File: config.mk
export PLATFORM = sky130hd
export DESIGN_NAME = multu_sequencer
export DESIGN_NICKNAME = d
export VERILOG_FILES = /design/src/rtl/multu_sequencer.sv
export SDC_FILE = /design/constraint.sdc
export NUM_CORES = 1
export LEC_CHECK = 0
export CAP_MARGIN = 30
export CORE_AREA = 2 2 39 41
export CTS_BUF_LIST = sky130_fd_sc_hd__clkbuf_4
export CTS_CLUSTER_DIAMETER = 60
export DETAILED_ROUTE_END_ITERATION = 10
export DIE_AREA = 0 0 41 43
export PLACE_DENSITY = 0.71
export SLEW_MARGIN = 20
export SYNTH_ARGS = -nofsm -noshare
export SYNTH_HDL_FRONTEND = slang
export SYNTH_SLANG_ARGS = --single-unit
File: constraint.sdc
create_clock -name Clk -period 1.9 [get_ports Clk]
set_clock_uncertainty 0.15 [all_clocks]
set_input_delay 0.19 -clock Clk [delete_from_list [all_inputs] [get_ports Clk]]
set_output_delay 0.19 -clock Clk [all_outputs]
set_load 0.05 [all_outputs]
File: src/rtl/multu_sequencer.sv
// ============================================================================
//  Module   : multu_sequencer
//  Purpose  : LOAD/RUN/WRITE sequencer for the iterative MULTU unit and HI/LO,
//             with pipeline stall generation for HI/LO hazards.
//  Revision : 1.0  initial release
// ============================================================================
`default_nettype none

module multu_sequencer #(
   parameter int MULT_CYCLES = 32,
   parameter int CNT_W       = 6
) (
   input  logic             Clk,
   input  logic             Reset,
   input  logic             IssueValid,
   input  logic [1:0]       ALUOp,
   input  logic [5:0]       Funct,
   input  logic             Flush,
   output logic             MulStart,
   output logic             MulShift,
   output logic             HiLoWrite,
   output logic [5:0]       MULTUOperation,
   output logic             Busy,
   output logic             Stall,
   output logic [CNT_W-1:0] Count
);

   localparam logic [1:0]       c_ALUOP_RTYPE = 2'b10;
   localparam logic [5:0]       c_FN_MULTU    = 6'b011001;
   localparam logic [5:0]       c_FN_MFHI     = 6'b010000;
   localparam logic [5:0]       c_FN_MFLO     = 6'b010010;
   localparam logic [5:0]       c_OP_MULTU    = 6'b011001;
   localparam logic [5:0]       c_OP_HILO     = 6'b111111;
   localparam logic [CNT_W-1:0] c_LAST        = CNT_W'(MULT_CYCLES - 1);
   localparam logic [CNT_W-1:0] c_ONE         = CNT_W'(1);

   typedef enum logic [1:0] {
      S_IDLE  = 2'd0,
      S_LOAD  = 2'd1,
      S_RUN   = 2'd2,
      S_WRITE = 2'd3
   } state_t;

   state_t           r_state;
   state_t           w_next_state;
   logic [CNT_W-1:0] r_count;
   logic [CNT_W-1:0] w_next_count;
   logic             w_is_rtype;
   logic             w_is_multu;
   logic             w_is_hilo_rd;

   assign w_is_rtype   = IssueValid && (ALUOp == c_ALUOP_RTYPE);
   assign w_is_multu   = w_is_rtype && (Funct == c_FN_MULTU);
   assign w_is_hilo_rd = w_is_rtype && ((Funct == c_FN_MFHI) || (Funct == c_FN_MFLO));

   always_ff @(posedge Clk) begin
      if (Reset) begin
         r_state <= S_IDLE;
         r_count <= '0;
      end else begin
         r_state <= w_next_state;
         r_count <= w_next_count;
      end
   end

   // Flush only aborts before the result is committed; WRITE always completes.
   always_comb begin
      w_next_state = r_state;
      w_next_count = r_count;
      case (r_state)
         S_IDLE: begin
            w_next_count = '0;
            if (w_is_multu && !Flush) begin
               w_next_state = S_LOAD;
            end
         end
         S_LOAD: begin
            w_next_count = '0;
            w_next_state = Flush ? S_IDLE : S_RUN;
         end
         S_RUN: begin
            if (Flush) begin
               w_next_state = S_IDLE;
               w_next_count = '0;
            end else if (r_count == c_LAST) begin
               w_next_state = S_WRITE;
               w_next_count = '0;
            end else begin
               w_next_count = r_count + c_ONE;
            end
         end
         S_WRITE: begin
            w_next_state = S_IDLE;
            w_next_count = '0;
         end
         default: begin
            w_next_state = S_IDLE;
            w_next_count = '0;
         end
      endcase
   end

   always_comb begin
      MulStart       = 1'b0;
      MulShift       = 1'b0;
      HiLoWrite      = 1'b0;
      MULTUOperation = 6'b000000;
      case (r_state)
         S_LOAD: begin
            MulStart       = 1'b1;
            MULTUOperation = c_OP_MULTU;
         end
         S_RUN: begin
            MulShift       = 1'b1;
            MULTUOperation = c_OP_MULTU;
         end
         S_WRITE: begin
            HiLoWrite      = 1'b1;
            MULTUOperation = c_OP_HILO;
         end
         default: ;
      endcase
   end

   assign Busy  = (r_state != S_IDLE);
   assign Stall = Busy && (w_is_multu || w_is_hilo_rd);
   assign Count = r_count;

endmodule

`default_nettype wire

Yosys cells after proc, flatten, opt, wreduce, memory -nomap -nowiden:

Cells that the tools add are included.
Widths: inputs -> output; s select.

* shift operators: 0
* mux-type cells: 12
* order comparisons: 0
* add/subtract/negate cells: 1
* reduce and logical (&&, ||, !) cells: 13
* $mul: 0
* equality and inequality tests: 10
* bitwise operators: 0
* div/mod/pow operators: 0

Operator list (count)
* $eq 6x5->1 const B: 4
* $pmux 6 s2: 2
* $mux 6: 2
* $mux 2: 4
* $pmux 2 s4: 1
* $add 6x1->6 const B: 1
* $eq 2x2->1 const B: 3
* $logic_and 1x1->1: 5
* $mux 1: 3
* $ne 3x3->1 const B: 1
* $reduce_or 3->1: 1
* $eq 2x1->1 const B: 1
* $logic_not 2->1: 1
* $logic_or 1x1->1: 2
* $ne 2x2->1 const B: 1
* $reduce_and 2->1: 1
* $reduce_bool 2->1: 1
* $reduce_or 2->1: 1
* $logic_not 1->1: 1

* memories kept: 0
* word-level logic and storage cells: 38
* flip-flop bits (word level): 8
* bits in writable memories: 0
* output and inout bits: 17
* latch bits: 0
* input bits: 12
* memory bits (read-only): 0

Logic depth before layout (Yosys ltp):

* depth in word-level cells: 6
* depth in mapped cells: 4
* depth with buffers taken out: 4

Worst setup path before layout:

OpenSTA, ideal clock, no wires.

* path kind: register -> output
* start: register r_state[1]
* end: output Stall
* data required time: 1.560 ns
* stages on the path, launching flop included: 4
* arrival: 1.519 ns
* slack: 0.041 ns
* path buffers: 0
* cells stage by stage: dfxtp_1 > or2_2 > o21ai_0 > nor2_1

* cells in the longest elaborated chain, start to end: 2

Ends and longest elaborated chain
* start: declaration: line 44 `state_t r_state;`
* start signal: assignment: line 61 `r_state <= w_next_state;`
* $reduce_bool 2->1: line 125 `assign Busy = (r_state != S_IDLE);`
* via Busy: line 23 `output logic Busy,`
* $logic_and 1x1->1: line 126 `assign Stall = Busy && (w_is_multu || w_is_hilo_rd);`
* end: declaration: line 24 `output logic Stall,`

The timed path passes the listed nets, and every way through them passes these cells.

Worst setup path after layout:

* start: register r_count[4] (netlist: Count[4])
* end: output Count[4]

RTL lines
* start: declaration: line 46 `logic [CNT_W-1:0] r_count;`
* start signal: assignment: line 62 `r_count <= w_next_count;`
* end: declaration: line 25 `output logic [CNT_W-1:0] Count`

No word-level cell between the ends.

==> flow_summary.json <==
{
  "outcome": "finished, final reports clean",
  "die_height_microns": 43,
  "power_density_nw_per_um2": 459,
  "routabilityCongestion": 0.620,
  "antenna_cells": 0,
  "grt_pass1_vias": 370,
  "worstHoldStart": "Count[0]",
  "grt_start_max_net_pins": 9,
  "muxShareOfSynthArea_pct": 0,
  "layout_min_cycle_time_ps": 1790,
  "report.final.slew_viol_count": 0,
  "wire_per_inst_microns": 10.3,
  "synth.lib_cells_used.distinct": 24,
  "vdd_drop_max_v": 0.000307,
  "critPathMaxFanout": 3,
  "grt_antenna_before_repair": 0,
  "critical_path_class": "reg -> out",
  "grt_setup_unrepaired": "no",
  "clockRootBuffer": "clkbuf_4",
  "ant_nets": 0,
  "floorplan.die.width_microns": 41,
  "drtPass1Iterations": 2,
  "cts_tree": "built",
  "clock_sinks": 8,
  "synth_adder_area_share_pct": 2.81,
  "synth-xor-area-share_pct": 5.90,
  "floorplan.core_area_sq_um": 1380,
  "placement.setup.worst_slack_ps": 119,
  "launching_point_of_the_worst_reg2reg_path": "Count[0]",
  "port_buffers": 28,
  "track_usage_pct": 13.1,
  "tns_ps": 0,
  "synthesis.instances": 50,
  "worst-endpoint-arrival_ps": 1450,
  "drv.max_cap_violation_count": 0,
  "finalSetupViolCount": 0,
  "critical-path-max-stage-delay_ps": 830,
  "overall_power_uw": 323,
  "grt_pass1_wl_microns": 1500,
  "postSynthNetCount": 63,
  "clock_transition_at_the_registers_of_the_reported_paths_ps": 50,
  "clk-insertion-delay-late_ps": 250,
  "nets": 90,
  "routed_via_density": 4.49,
  "crit_required_ps": 1560,
  "htree_num_levels": 1,
  "layout-drive-gt1-share_pct": 33.3,
  "maxSlewHeadroom_pct": 67.1,
  "p_leak_nw": 0.288,
  "ys_seq_elements": 8,
  "clock.fmax_mhz": 558,
  "post-route-util_pct": 50.9,
  "seq_area_frac_synth_pct": 36.0,
  "cts_hold_repair.buffers": 0,
  "synth_warnings": 0,
  "seqCellArea_sq_um": 160,
  "fillers": 135,
  "post_layout_nonfiller_instances": 91,
  "synth_compound_gate_area_share_pct": 11.2,
  "ports": 29,
  "synth.cell_area_sq_um": 445,
  "hpwl_microns": 774,
  "area_growth_syn_to_layout_pct": 58.1,
  "final.setup.worst_slack_ps": 108,
  "critical_path.top_delay_family": "buffers and inverters",
  "critical_path.cell_chain": "clkdlybuf4s50_1",
  "placedCellCount": 88,
  "critical_path_buf_inv_count": 1,
  "cts-buffers-inserted": 3,
  "worstMarginPinSlew_ps": 492,
  "syn_area_per_cell_sq_um": 8.91,
  "final_min_period_over_clock_period_pct": 94.3,
  "placement_rows": 14,
  "globalRoute.totalOverflow": 0,
  "routed_wl_microns": 938,
  "fp.dieArea_sq_um": 1760,
  "critPathLaunchType": "register",
  "initial_utilization_pct": 32.2,
  "final_hold_viol_count": 0,
  "cts_buffer_depth": 2,
  "startpoint": "Count[4]",
  "synth_top_family_by_area": "simple AND/OR/NAND/NOR gates",
  "drc": 0,
  "post_cts_buffers": 0,
  "area_occupied_by_multi_input_gates_sq_um": 243,
  "slowest_stage": "clkdlybuf4s50_1",
  "critical_path.endpoint_type": "output pin",
  "min-delay-path-class": "reg -> reg",
  "dr_total_vias": 409,
  "drtIter0Drc": 3,
  "yosys.area_share.simple_pct": 33.1
}
-- stage by stage --
| stage | area [sq um] | hold slack, ps |
|---|---|---|
| finish | 704 | 320 |
| global route | 704 | 362 |
| CTS | 698 | 331 |
| detailed placement | 676 | 317 |
| global placement | 676 | 309 |
| floorplan | 445 | 192 |
-- timing repair --
action | CTS | global route
endpoints found under the hold margin | 0 | 0
endpoints found under the setup margin | 0 | 1
gates resized for setup | 0 | 1
-- final timing paths --
check | endpoint | slack [ps] | depth (start not counted)
max | Count[4] | 110 | 1
min | Count[0] | 320 | 1
max reg2reg | Count[3] | 360 | 4
min reg2reg | Count[0] | 320 | 1
-- Yosys cell counts, drive strengths merged --
cell	count	area [sq um]
dfxtp	8	160
nor2	8	30.0
buf	6	45.0
nand2	4	17.5
nor2b	3	18.8
nand3	2	15.0
o21a	2	15.0
o21ai	2	10.0
xor2	2	17.5
a21oi	1	8.76
and2	1	6.26
and3b	1	8.76
and4b	1	10.0
ha	1	12.5
inv	1	3.75
nor3	1	10.0
nor4b	1	8.76
nor4bb	1	10.0
o311ai	1	16.3
or2	1	6.26
or3	1	6.26
xnor2	1	8.76
-- sequential cells by signal (all words and copies together), names as in the netlist --
signal / count
Count: 6
r_state: 2
-- per-layer routing --
| metal | global-route usage (%) | vias to the layer above | routed length (microns) |
|---|---|---|---|
| met4 | 6.00 | 0 | 10 |
| met1 | 14.6 | 174 | 407 |
| met3 | 7.85 | 2 | 85 |
| met2 | 19.1 | 16 | 434 |
| met5 | 0 | - | 0 |
| li1 | - | 217 | - |
-- worst reg2reg max path, cell delays in order, from the launching register on --
cell      delay [ps]
dfxtp_1          380
ha_1             220
nand2_1          110
o311ai_2         460
nor2_1            90
-- cell families after synthesis --
| group | after synthesis |
|---|---|
| buffers and inverters | 7 |
| AO/OA/AOI/OAI | 6 |
| flip-flops | 8 |
| AND/OR/NAND/NOR | 25 |
| adder cells (fa/ha/maj) | 1 |
| XOR/XNOR | 3 |
-- power breakdown --
part           total [mW]  switching (mW)  internal, mW  leakage [nW]
sequential          0.168       0.0000238         0.168        0.0644
combinational      0.0307         0.00714        0.0235         0.210
clock               0.125          0.0526        0.0719        0.0138
-- cell usage in the layout, fill, tap and decap left out, drive strengths merged --
cell           netlist  layout
or2                  1       1
nand3                2       2
o311ai               1       1
or3                  1       1
dfxtp                8       8
o21ai                2       2
nor4b                1       1
nand2                4       4
clkdlybuf4s50        0      13
a21oi                1       1
nor2                 8       8
ha                   1       1
and2                 1       1
nor3                 1       1
clkbuf               0       3
inv                  1       1
xor2                 2       2
buf                  6      15
and4b                1       1
o21a                 2       2
nor4bb               1       1
and3b                1       1
nor2b                3       3
xnor2                1       1
-- area by class of cell --
type / count / area share [%]
Clock buffer: 3 / 3.20
Inverter: 1 / 0.533
Multi-Input combinational cell: 35 / 34.5
Sequential cell: 8 / 22.7
Tap cell: 16 / 2.84
Timing Repair Buffer: 28 / 36.2
No activity file was read; power rests on OpenSTA's default activity.
